<file path="config.mk">
export PLATFORM = sky130hd
export DESIGN_NAME = qr_inv_seq_ctrl_flat
export DESIGN_NICKNAME = d
export VERILOG_FILES = /design/src/rtl/qr_inv_pkg.sv /design/src/rtl/qr_inv_seq_ctrl_if.sv /design/src/rtl/qr_done_tracker.sv /design/src/rtl/qr_inv_seq_ctrl.sv /design/src/flat_wrapper.sv
export SDC_FILE = /design/constraint.sdc
export NUM_CORES = 1
export LEC_CHECK = 0
export BUFFER_PORTS_ARGS = -buffer_cell sky130_fd_sc_hd__buf_4
export CAP_MARGIN = 20
export CORE_MARGIN = 4
export CORE_UTILIZATION = 35
export CTS_CLUSTER_SIZE = 30
export DETAILED_ROUTE_END_ITERATION = 16
export GPL_TIMING_DRIVEN = 0
export PLACE_DENSITY_LB_ADDON = 0.15
export SLEW_MARGIN = 20
export SYNTH_ARGS = -nofsm -noshare
export SYNTH_HDL_FRONTEND = slang
export SYNTH_SLANG_ARGS = --single-unit
</file>
<file path="constraint.sdc">
create_clock -name CLK -period 2.5 [get_ports CLK]
set_clock_uncertainty 0.2 [all_clocks]
set_input_delay 0.25 -clock CLK [delete_from_list [all_inputs] [get_ports CLK]]
set_output_delay 0.25 -clock CLK [all_outputs]
set_load 0.01 [all_outputs]
</file>
<file path="src/rtl/qr_inv_pkg.sv">
// Shared encodings for the QR-then-inverse datapath: register file operations, controller
// states and the per-step CORDIC launch masks.
package qr_inv_pkg;

    localparam int unsigned UNIT_W = 3;

    typedef logic [1:0] opr_t;
    localparam opr_t OPR_IDLE    = 2'b00;
    localparam opr_t OPR_CORDIC  = 2'b01;
    localparam opr_t OPR_INVERSE = 2'b10;

    typedef logic [3:0] ctrl_state_t;
    localparam ctrl_state_t ST_IDLE      = 4'd0;
    localparam ctrl_state_t ST_ENTER     = 4'd1;
    localparam ctrl_state_t ST_WAIT_DONE = 4'd2;
    localparam ctrl_state_t ST_SETTLE    = 4'd3;
    localparam ctrl_state_t ST_FIRE      = 4'd4;
    localparam ctrl_state_t ST_GAP       = 4'd5;
    localparam ctrl_state_t ST_INV_OFFER = 4'd6;
    localparam ctrl_state_t ST_SWITCH    = 4'd7;
    localparam ctrl_state_t ST_GAP2      = 4'd8;
    localparam ctrl_state_t ST_FINISH    = 4'd9;

    localparam logic [2:0] LAST_STEP = 3'd5;

    // Bit order {rot2, rot1, vec}
    typedef logic [UNIT_W-1:0] unit_mask_t;
    localparam unit_mask_t U_STEP0 = 3'b001;
    localparam unit_mask_t U_STEP1 = 3'b111;
    localparam unit_mask_t U_STEP2 = 3'b110;
    localparam unit_mask_t U_STEP3 = 3'b001;
    localparam unit_mask_t U_STEP4 = 3'b010;
    localparam unit_mask_t U_STEP5 = 3'b000;

    function automatic unit_mask_t step_units(input logic [2:0] step);
        case (step)
            3'd0:    return U_STEP0;
            3'd1:    return U_STEP1;
            3'd2:    return U_STEP2;
            3'd3:    return U_STEP3;
            3'd4:    return U_STEP4;
            default: return U_STEP5;
        endcase
    endfunction

endpackage

</file>
<file path="src/rtl/qr_inv_seq_ctrl_if.sv">
// Handshake bundle between the sequencing controller and the register file, CORDIC units
// and inverse block.
interface qr_inv_seq_ctrl_if;
    logic [1:0] opr_regfile;
    logic       valid_regfile;
    logic       vec_start;
    logic       rot1_start;
    logic       rot2_start;
    logic       vec_done;
    logic       rot1_done;
    logic       rot2_done;
    logic       inv_valid;
    logic       inv_ready;
    logic [1:0] inv_idx;

    modport master (
        output opr_regfile, valid_regfile, vec_start, rot1_start, rot2_start, inv_valid,
               inv_idx,
        input  vec_done, rot1_done, rot2_done, inv_ready
    );

    modport slave (
        input  opr_regfile, valid_regfile, vec_start, rot1_start, rot2_start, inv_valid,
               inv_idx,
        output vec_done, rot1_done, rot2_done, inv_ready
    );
endinterface

</file>
<file path="src/rtl/qr_done_tracker.sv">
// Sticky mask of CORDIC units still owing a done pulse, plus the wait-phase timeout counter.
module qr_done_tracker
    import qr_inv_pkg::*;
#(
    parameter int unsigned TIMEOUT_CYCLES = 255,
    parameter int unsigned TO_W           = 8
) (
    input  logic       CLK,
    input  logic       RST_n,
    input  logic       load,
    input  unit_mask_t load_mask,
    input  unit_mask_t done_in,
    input  logic       run,
    output logic       all_done,
    output logic       timed_out
);
    localparam logic [TO_W-1:0] CNT_LAST = TO_W'(TIMEOUT_CYCLES - 1);

    unit_mask_t      pend_q, pend_d;
    logic [TO_W-1:0] cnt_q, cnt_d;

    // A done arriving this cycle already counts, so the waiter can leave without a bubble
    assign all_done  = ~|(pend_q & ~done_in);
    assign timed_out = (TIMEOUT_CYCLES != 0) && run && !all_done && (cnt_q == CNT_LAST);

    always_comb begin
        pend_d = load ? load_mask : (pend_q & ~done_in);
        cnt_d  = run ? cnt_q + TO_W'(1) : '0;
    end

    always_ff @(posedge CLK or negedge RST_n) begin
        if (!RST_n) begin
            pend_q <= '0;
            cnt_q  <= '0;
        end else begin
            pend_q <= pend_d;
            cnt_q  <= cnt_d;
        end
    end

endmodule

</file>
<file path="src/rtl/qr_inv_seq_ctrl.sv">
// Sequencing master: walks the register file through six CORDIC steps, then offers the three
// R pairs to the inverse block. All outputs are registered.
module qr_inv_seq_ctrl
    import qr_inv_pkg::*;
#(
    parameter int unsigned TIMEOUT_CYCLES = 255,
    parameter int unsigned TO_W           = 8
) (
    input  logic              CLK,
    input  logic              RST_n,
    input  logic              start,
    output logic              busy,
    output logic              done,
    output logic              err,
    qr_inv_seq_ctrl_if.master ctl
);
    ctrl_state_t state_q, state_d;
    logic [2:0]  step_q, step_d;
    logic        gap_q, gap_d;
    logic        busy_q, busy_d, done_q, done_d, err_q, err_d;
    opr_t        opr_q, opr_d;
    logic        valid_q, valid_d;
    unit_mask_t  ustart_q, ustart_d;
    logic        inv_valid_q, inv_valid_d;
    logic [1:0]  inv_idx_q, inv_idx_d;
    logic        pend_load, waiting, all_done, timed_out;
    unit_mask_t  pend_mask, done_vec;

    assign done_vec = {ctl.rot2_done, ctl.rot1_done, ctl.vec_done};
    assign waiting  = (state_q == ST_WAIT_DONE);

    qr_done_tracker #(
        .TIMEOUT_CYCLES (TIMEOUT_CYCLES),
        .TO_W           (TO_W)
    ) u_tracker (
        .CLK       (CLK),
        .RST_n     (RST_n),
        .load      (pend_load),
        .load_mask (pend_mask),
        .done_in   (done_vec),
        .run       (waiting),
        .all_done  (all_done),
        .timed_out (timed_out)
    );

    always_comb begin
        state_d     = state_q;
        step_d      = step_q;
        gap_d       = gap_q;
        busy_d      = busy_q;
        opr_d       = opr_q;
        inv_valid_d = inv_valid_q;
        inv_idx_d   = inv_idx_q;
        done_d      = 1'b0;
        err_d       = 1'b0;
        valid_d     = 1'b0;
        ustart_d    = '0;
        pend_load   = 1'b0;
        pend_mask   = '0;
        case (state_q)
            ST_IDLE: begin
                if (start) begin
                    state_d   = ST_ENTER;
                    opr_d     = OPR_CORDIC;
                    busy_d    = 1'b1;
                    step_d    = 3'd0;
                    inv_idx_d = 2'd0;
                    pend_load = 1'b1;
                end
            end
            ST_ENTER: state_d = ST_WAIT_DONE;
            ST_WAIT_DONE: begin
                if (all_done) begin
                    state_d = ST_SETTLE;
                end else if (timed_out) begin
                    state_d = ST_FINISH;
                    opr_d   = OPR_IDLE;
                    busy_d  = 1'b0;
                    done_d  = 1'b1;
                    err_d   = 1'b1;
                end
            end
            ST_SETTLE: begin
                // Pulses are registered here so they are visible while in FIRE
                state_d = ST_FIRE;
                if (step_q != LAST_STEP) begin
                    valid_d  = 1'b1;
                    ustart_d = step_units(step_q);
                end
            end
            ST_FIRE: begin
                if (step_q == LAST_STEP) begin
                    state_d = ST_INV_OFFER;
                end else begin
                    pend_load = 1'b1;
                    pend_mask = step_units(step_q);
                    step_d    = step_q + 3'd1;
                    state_d   = ST_GAP;
                end
            end
            ST_GAP: begin
                gap_d = ~gap_q;
                if (gap_q) state_d = ST_WAIT_DONE;
            end
            ST_INV_OFFER: begin
                if (!inv_valid_q) begin
                    inv_valid_d = 1'b1;
                end else if (ctl.inv_ready) begin
                    inv_valid_d = 1'b0;
                    valid_d     = 1'b1;
                    if (inv_idx_q == 2'd0) begin
                        state_d = ST_SWITCH;
                        opr_d   = OPR_INVERSE;
                    end else if (inv_idx_q == 2'd1) begin
                        state_d = ST_GAP2;
                    end else begin
                        state_d = ST_FINISH;
                        opr_d   = OPR_IDLE;
                        busy_d  = 1'b0;
                        done_d  = 1'b1;
                    end
                end
            end
            ST_SWITCH: begin
                state_d   = ST_INV_OFFER;
                inv_idx_d = 2'd1;
            end
            ST_GAP2: begin
                gap_d = ~gap_q;
                if (gap_q) begin
                    state_d   = ST_INV_OFFER;
                    inv_idx_d = inv_idx_q + 2'd1;
                end
            end
            ST_FINISH: state_d = ST_IDLE;
            default:   state_d = ST_IDLE;
        endcase
    end

    always_ff @(posedge CLK or negedge RST_n) begin
        if (!RST_n) begin
            state_q     <= ST_IDLE;
            step_q      <= 3'd0;
            gap_q       <= 1'b0;
            busy_q      <= 1'b0;
            done_q      <= 1'b0;
            err_q       <= 1'b0;
            opr_q       <= OPR_IDLE;
            valid_q     <= 1'b0;
            ustart_q    <= '0;
            inv_valid_q <= 1'b0;
            inv_idx_q   <= 2'd0;
        end else begin
            state_q     <= state_d;
            step_q      <= step_d;
            gap_q       <= gap_d;
            busy_q      <= busy_d;
            done_q      <= done_d;
            err_q       <= err_d;
            opr_q       <= opr_d;
            valid_q     <= valid_d;
            ustart_q    <= ustart_d;
            inv_valid_q <= inv_valid_d;
            inv_idx_q   <= inv_idx_d;
        end
    end

    assign busy              = busy_q;
    assign done              = done_q;
    assign err               = err_q;
    assign ctl.opr_regfile   = opr_q;
    assign ctl.valid_regfile = valid_q;
    assign ctl.vec_start     = ustart_q[0];
    assign ctl.rot1_start    = ustart_q[1];
    assign ctl.rot2_start    = ustart_q[2];
    assign ctl.inv_valid     = inv_valid_q;
    assign ctl.inv_idx       = inv_idx_q;

endmodule

</file>
<file path="src/flat_wrapper.sv">
// flat-port wrapper written by rule: the top's interface ports become plain ports
module qr_inv_seq_ctrl_flat import qr_inv_pkg::*;
#(
    parameter int unsigned TIMEOUT_CYCLES = 255,
    parameter int unsigned TO_W           = 8
)
  (CLK, RST_n, start, busy, done, err, ctl_opr_regfile, ctl_valid_regfile, ctl_vec_start, ctl_rot1_start, ctl_rot2_start, ctl_inv_valid, ctl_inv_idx, ctl_vec_done, ctl_rot1_done, ctl_rot2_done, ctl_inv_ready);
  qr_inv_seq_ctrl_if ctl_i ();
  input  logic CLK;
  input  logic RST_n;
  input  logic start;
  output logic busy;
  output logic done;
  output logic err;
  output wire logic [$bits(ctl_i.opr_regfile)-1:0] ctl_opr_regfile;
  output wire logic [$bits(ctl_i.valid_regfile)-1:0] ctl_valid_regfile;
  output wire logic [$bits(ctl_i.vec_start)-1:0] ctl_vec_start;
  output wire logic [$bits(ctl_i.rot1_start)-1:0] ctl_rot1_start;
  output wire logic [$bits(ctl_i.rot2_start)-1:0] ctl_rot2_start;
  output wire logic [$bits(ctl_i.inv_valid)-1:0] ctl_inv_valid;
  output wire logic [$bits(ctl_i.inv_idx)-1:0] ctl_inv_idx;
  input wire logic [$bits(ctl_i.vec_done)-1:0] ctl_vec_done;
  input wire logic [$bits(ctl_i.rot1_done)-1:0] ctl_rot1_done;
  input wire logic [$bits(ctl_i.rot2_done)-1:0] ctl_rot2_done;
  input wire logic [$bits(ctl_i.inv_ready)-1:0] ctl_inv_ready;
  assign ctl_opr_regfile = ctl_i.opr_regfile;
  assign ctl_valid_regfile = ctl_i.valid_regfile;
  assign ctl_vec_start = ctl_i.vec_start;
  assign ctl_rot1_start = ctl_i.rot1_start;
  assign ctl_rot2_start = ctl_i.rot2_start;
  assign ctl_inv_valid = ctl_i.inv_valid;
  assign ctl_inv_idx = ctl_i.inv_idx;
  assign ctl_i.vec_done = ctl_vec_done;
  assign ctl_i.rot1_done = ctl_rot1_done;
  assign ctl_i.rot2_done = ctl_rot2_done;
  assign ctl_i.inv_ready = ctl_inv_ready;
  qr_inv_seq_ctrl #(.TIMEOUT_CYCLES(TIMEOUT_CYCLES), .TO_W(TO_W)) u_core (.CLK(CLK), .RST_n(RST_n), .start(start), .busy(busy), .done(done), .err(err), .ctl(ctl_i));
endmodule
</file>
Yosys cells after proc, flatten, opt, wreduce, memory -nomap -nowiden. Cells that the tools add are included. Widths: inputs -> output; s select.

Output and inout bits: 12. Register bits after elaboration: 31. Word-level logic and storage cells: 120.

Bitwise gates (word level): 3. Reduce and logical (&&, ||, !) cells: 16. Equal/unequal tests: 28. Muxes and demuxes: 57. Add/sub/neg operators: 3.

Operators by type and width (count): $pmux 4 s9 (1); $mux 4 (8); $mux 1 (22); $mux 3 (7); $mux 2 (10); $eq 4x3->1 const B (4); $pmux 2 s3 (2); $pmux 3 s4 (1); $ne 2x1->1 const B (5); $ne 2x2->1 const B (5); $add 8x1->8 const B (1); $eq 4x2->1 const B (2); $eq 8x8->1 const B (1); $mux 8 (1); $reduce_and 8->1 (1); $reduce_and 7->1 (1); $eq 3x2->1 const B (2); $eq 3x3->1 const B (2); $ne 3x2->1 const B (2); $pmux 1 s2 (3); $pmux 3 s2 (1); $reduce_and 3->1 (2); $reduce_and 6->1 (1); $reduce_bool 3->1 (2); 18 further kinds (20).

Logic depth before layout (Yosys ltp). Gate-level depths: netlist of the first run.

Depth after elaboration: 8. Gate-level depth with buffers: 6. Depth with buffers taken out: 6.

Cells and area by module. A second synthesis of the first run with hierarchy kept.

Cell total of the unflattened synthesis: 178. Area, all modules: 1801.7 sq um.

Modules (own cells, without submodules): qr_inv_seq_ctrl (cells each 129, instances 1, sequential area each 500.5 sq um, area an instance 1287.5 sq um); qr_done_tracker (cells each 49, instances 1, sequential area each 275.3 sq um, area an instance 514.2 sq um).

Worst setup path before layout of the first run. No wires, ideal clock.

Kind: register to register. From: register u_core.state_q[2]. To: register u_core.state_q[2]. Stages on the path, launching flop included: 6. Buffers on the path: 0. Data required time: 2.175 ns. Clock period less this slack: 1.907 ns. Library setup time: 0.125 ns. Arrival time: 1.581 ns. Setup slack: 0.593 ns. Path through: dfrtp_1 > or4b_4 > a21oi_2 > nor3_1 > o31a_4 > mux2_4.

Word-level cells in the longest chain between the ends: 5.

RTL lines: start, declared (line qr_inv_seq_ctrl.sv:17) `ctrl_state_t state_q, state_d;`; start signal, assigned (line qr_inv_seq_ctrl.sv:154) `state_q <= state_d;`; $eq 4x2->1 (line qr_inv_seq_ctrl.sv:30, qr_inv_seq_ctrl.sv:60); $logic_and 1x1->1 (2 in series) (line qr_done_tracker.sv:24) `assign timed_out = (TIMEOUT_CYCLES != 0) && run && !all_done && (cnt_q == CNT_LAST);`; $ne 3x2->1 (no source line); $reduce_and 6->1 (no source line).

Several ways; a longest one is shown, not always the timed one. A chain may end at the register's enable or synchronous reset.

Worst setup path after layout of the first run.
From: register u_core.state_q[1]. To: register u_core.state_q[2].

Same word-level chain as after synthesis.

==> results.cfg, run 1 <==
[outcome]
status = finished clean

[critical_path]
crit_slowest_cell = or4bb_1
worst-path-buf-inv = 0
end_kind = register
cp-start-kind = register
cpPeakStageDelay_ns = 0.57
cp.arrival_ns = 2.02
critPathKind = register to register
worstPathCellList = or4bb_1 -> a21oi_2 -> nor3_1 -> o31a_4 -> mux2_4
crit_fanout = 8
critPathTopFamily = simple AND/OR/NAND/NOR gates
worstPathRequired_ns = 2.47

[placed_design]
place_hpwl_mm = 2.886
place_congestion = 0.8988
dpl_cell_area_mm2 = 0.001924
pre_cts_ws_ns = 0.4691
port_buffers = 18
dp.cells = 261

[routing]
wl_met3_um = 202
routed.top_layer = met4
drt_iter0_drc = 94
vias = 1391
drtPass1Iterations = 4
post_drt_wl_per_cell_um = 14.26
ant_nets = 0
routed_wl_mm = 3.851
viasPerCell = 5.152
met2_length_mm = 1.917
met1_length_mm = 1.674
drcViolationCount = 0

[timing]
min_period_over_period = 0.8225
worstMarginPinSlew_ns = 0.4309
layout_setup_ws_ns = 0.4438
setup_viol = 0
fin_setup_tns_ns = 0
timing_hold_violations_final = 0
finalCriticalPeriod_ns = 2.056
max_slew_margin = 0.7127
rsz0062_at_grt = no
max_clock_freq_mhz = 486.3
drv_slew = 0
whs_ns = 0.1032

[clock_network]
clock_latency_ns = 0.28
cts_tree = built
clkTransAtPathRegs_ns = 0.06
postCtsSetupRepairBufs = 0
htree_levels = 2
clock-root-buffer = clkbuf_8
cts.path.max_buffers = 2
numCtsBuffers = 5
cts_sinks = 31

[global_routing]
grt_pass1_wl_mm = 6.755
grt_pass1_vias = 1441
antenna_found_initial = 0
overflow = 0
grt_max_degree = 32
grtUsageTotal = 0.1414

[power]
pwr_density_cell_mw_per_mm2 = 1113
peakVddDrop_uv = 392.9
total_power_mw = 2.265
p_leak_nw = 0.9626

[synth]
synth_cell_types = 44
syn_nets = 193
synthCells = 176
synth_seq_cells = 31
synth-seq-area-share = 0.4549
synth_area_leaders = dfrtp_1 45%, ha_1 7.3%, nor2_1 4.6%
yosys.area.top_type = dfrtp_1
yosysWarnings = 0
synth.avg_cell_area_um2 = 9.690
yosysTopAreaCellShare = 0.4549
synth_area_mm2 = 0.001705

[final_layout]
fin_util = 0.4307
stdcell_count = 270
n_fill_cell = 469
layout-drive-gt1-share = 0.1675
area_delta_synth_final_pct = 19.30
design_area_mm2 = 0.002034
antenna_cells = 0
final_net_count = 219

[job]
drv_cap = 0

[worst_hold_path]
hold_path_class = primary input to register

[floorplanning]
dieArea_mm2 = 0.006054
start_util = 0.3611
dieHeight_um = 77.81
core-area_mm2 = 0.004723
ios = 19
rows = 25
die_w_um = 77.81
-- worst register-to-register path: stages, from the launching register on --
cell and delay [ns]:
dfrtp_1 0.46, or4bb_1 0.57, a21oi_2 0.17, nor3_1 0.10, o31a_4 0.14, mux2_4 0.30
-- worst paths after layout --
path / cells after the start / slack (ns) / to / from
min in group asynchronous: 2 / 0.25 / u_core.u_tracker.cnt_q[3] / RST_n
worst max-delay path: 5 / 0.44 / u_core.state_q[2] / u_core.state_q[1]
worst max register to register: 5 / 0.44 / u_core.state_q[2] / u_core.state_q[1]
worst min register to register: 2 / 0.34 / u_core.u_tracker.cnt_q[7] / u_core.u_tracker.cnt_q[7]
max in group asynchronous: 2 / 1.56 / u_core.busy / RST_n
worst min-delay path: 3 / 0.10 / u_core.ctl.opr_regfile[0] / start
-- cell usage in the layout, fill, tap and decap left out, types with 2 or more instances in the layout --
master,n
dfrtp_1,31
nor2_1,21
buf_4,18
nand2_1,12
inv_1,10
ha_1,10
nand3_1,9
clkbuf_8,7
nor3_1,6
xor2_1,6
o22ai_1,6
nand2b_1,5
o21ai_0,4
and3_1,4
a21oi_1,4
o21ai_1,4
a21boi_0,3
buf_2,3
nand4_1,3
clkbuf_1,3
nor2b_1,3
and4_1,2
a21o_1,2
o21a_1,2
a31oi_1,2
mux2i_1,2
-- power by group --
group	switching (mW)	total (mW)	internal (mW)
combinational	0.608	1.06	0.448
sequential	0.138	0.780	0.642
clock	0.178	0.428	0.251
total	0.924	2.26	1.34
-- synth_stat cells, drive strengths merged --
| cell type | instances |
|---|---|
| nand2b | 5 |
| and3 | 4 |
| mux2 | 2 |
| nor2b | 3 |
| mux2i | 2 |
| nand3b | 1 |
| buf | 3 |
| o31a | 2 |
| and4 | 2 |
| a21boi | 3 |
| and3b | 1 |
| o21ai | 8 |
| o2bb2ai | 1 |
| or4b | 1 |
| or4bb | 1 |
| o2111ai | 1 |
| ha | 10 |
| nand4bb | 1 |
| nor3 | 6 |
| nand4 | 3 |
| o21a | 2 |
| inv | 11 |
| nor2 | 21 |
| nand3 | 9 |
| o32ai | 1 |
| dfrtp | 31 |
| nand2 | 12 |
| or2 | 1 |
| o221ai | 1 |
| a21o | 2 |
| a21oi | 5 |
| a311oi | 1 |
| xor2 | 6 |
| nor3b | 1 |
| xnor2 | 1 |
| a31oi | 2 |
| o2bb2a | 1 |
| o22ai | 6 |
| clkbuf | 2 |
-- kinds of logic after synthesis --
group	after synthesis	synth area share
mux	4	0.02714
xor+xnor	7	0.03595
simple gates	72	0.2238
buf+inv	16	0.03742
fa+ha+maj	10	0.07337
compound gates	36	0.1475
flops	31	0.4549
-- timing repair --
item                      4_1_cts  5_1_grt
hold endpoints to repair       31        0
resized for setup               0        0
hold buffers                    1        0
-- registers in the layout (all words and copies together) (netlist names), 2 cells and up --
name / count
u_core.u_tracker.pend_q: 3
u_core.ctl.inv_idx: 2
u_core.ctl.opr_regfile: 2
u_core.step_q: 3
u_core.ustart_q: 3
u_core.state_q: 4
u_core.u_tracker.cnt_q: 8
-- layout make-up --
type	count	area [um^2]	share of cell area
multi-input cells	129	865.8	0.4256
flip-flops and latches	31	775.7	0.3813
repair buffers	19	145.1	0.07134
clock buffers	8	100.1	0.04920
well taps	67	83.83	0.04121
inverters	11	41.29	0.02030
plain buffers	5	22.52	0.01107
-- layer usage --
metal / vias up / GRT usage
met5: - / 0
met4: 0 / 0.04982
met3: 6 / 0.03944
met2: 37 / 0.2414
met1: 672 / 0.1692
li1: 676 / -
No activity file was read; power rests on OpenSTA's default activity.
==> inputs of run 2 (changes only) <==
Clock period 2.5 ns to 1.8 ns, I/O delays scaled along.
==> run 2 against run 1 <==
The run now ends with negative setup slack left. Die area unchanged. Wire length rose by 15%. Fmax grew 2.3%. Global-route usage is 1.2 points higher. Core utilization increased by 7.2 points. Worst setup slack lost 0.65 ns. First-iteration DRC count shrank 30%. Largest cell class unchanged. Highest routed layer unchanged.
==> results.cfg, run 2 (synthesis results as in run 1) <==
[final_layout]
largest_reg_flops = 8
area_delta_synth_final_pct = 39.18
antenna_cells = 0
final_cell_mix = 32 x buf_4, 28 x dfrtp_1, 18 x nor2_1
reg.largest.list = u_core.u_tracker.cnt_q x8, u_core.state_q x4
final_net_count = 234
final_common_cell = buf_4
regMostFlops = u_core.u_tracker.cnt_q
layout-drive-gt1-share = 0.3624

[routing]
routed_wl_mm = 4.413
drtPass1Iterations = 4
drt_iter0_drc = 66
post_drt_wl_per_cell_um = 15.48
viasPerCell = 5.161
drcViolationCount = 0
vias = 1471
ant_nets = 0

[worst_hold_path]
hold_path_class = primary input to register

[clock_network]
clock_latency_ns = 0.29
htree_levels = 2
numCtsBuffers = 5
clkTransAtPathRegs_ns = 0.07
clock-root-buffer = clkbuf_8
cts_sinks = 31
cts.path.max_buffers = 2
cts_tree = built

[critical_path]
critPathKind = register to register
worstSetupStartpoint = u_core.state_q[1]
cp-start-kind = register
reg2regPathDepth = 5
rrSetupSlack_ns = -0.21
reg2reg_from = u_core.state_q[1]
worstPathRequired_ns = 1.78
cp.arrival_ns = 1.99
crit_end = u_core.state_q[2]
crit_fanout = 8
end_kind = register
worst_r2r_endpoint = u_core.state_q[2]

[global_routing]
met2_usage = 0.2526
overflow = 0
grt-busiest-layer = met2
antenna_found_initial = 0
grt_pass1_wl_mm = 7.245
grt_use_met1 = 0.1793
grt_pass1_vias = 1544
met3_usage = 0.04640
grt_max_degree = 32
grtUsageTotal = 0.1529

[floorplanning]
ios = 19
rows = 25
start_util = 0.3611
core-area_mm2 = 0.004723
dieHeight_um = 77.81
dieArea_mm2 = 0.006054
die_w_um = 77.81

[power]
intPower_mw = 2.381
p_comb_frac = 0.537
p_clk_frac = 0.180
p_sw_mw = 1.608
pwr_density_cell_mw_per_mm2 = 1681
total_power_mw = 3.989
p_leak_nw = 1.094
seqPwrFrac = 0.282
peakVddDrop_uv = 595.6
p_sw_frac = 0.4031

[outcome]
status = complete, but fails checks
violations = negative setup slack

[placed_design]
port_buffers = 18
place_hpwl_mm = 2.963
place_congestion = 0.8680
pre_cts_ws_ns = -0.2283

[timing]
max_clock_freq_mhz = 497.6
timing_hold_violations_final = 0
min_period_over_period = 1.117
worstMarginPinSlew_ns = 0.4105
max_slew_margin = 0.7264
rsz0062_at_grt = yes
finalCriticalPeriod_ns = 2.010
setup_viol = 8
layout_setup_ws_ns = -0.2098
drv_slew = 0

[job]
drv_cap = 0
[run 2: through the flow]
step / instances / TNS (ns) / area (um^2) / hold WS [ns] / util
final: 285 / -0.6074 / 2374 / 0.04969 / 0.5025
after detailed placement: 261 / -2.695 / 1929 / -0.05353 / 0.4085
after global routing: 285 / -0.9716 / 2374 / 0.06843 / 0.5025
after CTS: 276 / -0.6531 / 2161 / 0.04404 / 0.4575
after floorplan: 176 / -0.09180 / 1710 / -0.3156 / -
after global placement: 261 / -2.361 / 1929 / -0.06331 / 0.4085
[run 2: how the worst min path moves through the flow]
stage,start,end,slack [ns],cells past startpoint
finish,ctl_rot2_done,u_core.u_tracker.pend_q[2],0.05,3
floorplan,RST_n,u_core.busy,-0.32,0
global placement,RST_n,u_core.ustart_q[1],-0.06,1
global route,ctl_vec_done,u_core.u_tracker.pend_q[0],0.07,3
detailed placement,RST_n,u_core.ctl.valid_regfile,-0.05,1
CTS,ctl_inv_ready,u_core.ctl.valid_regfile,0.04,3
[run 2: timing repair]
| action | 4_1_cts | 5_1_grt |
|---|---|---|
| hold buffers | 1 | 0 |
| gates resized for setup | 15 | 40 |
| setup endpoints to repair | 17 | 18 |
| setup buffers | 6 | 9 |
| endpoints found under the hold margin | 31 | 0 |
| pin swaps | 3 | 10 |
[run 2: per-layer routing]
metal | wire (um) | part of all wire
met4 | 118 | 0.027
met1 | 1856 | 0.42
met5 | 0 | 0
met2 | 2228 | 0.50
met3 | 210 | 0.048
[run 2: critical path, cell delays in order, from the launching register on]
cell and delay (ns):
dfrtp_2 0.47, or4b_4 0.59, a21oi_4 0.15, nor3_2 0.07, o31a_4 0.13, mux2_4 0.29
[run 2: area by class of cell]
cell class,instances,area (um^2)
fillers,429,2350
clock inverters,2,35.03
clock buffers,6,82.58
multi-input cells,129,1022
inverters,11,43.79
repair buffers,34,274.0
plain buffers,5,52.55
well taps,67,83.83
flip-flops and latches,31,779.5
[run 2: power groups by stage]
stage                     clock, mW  combinational, mW  sequential (mW)
after global placement            0               1.44             1.08
after floorplan                   0               1.05             1.08
after CTS                     0.731               1.65             1.10
after global routing          0.765               2.32             1.15
final                         0.720               2.14             1.13
after detailed placement          0               1.48             1.09
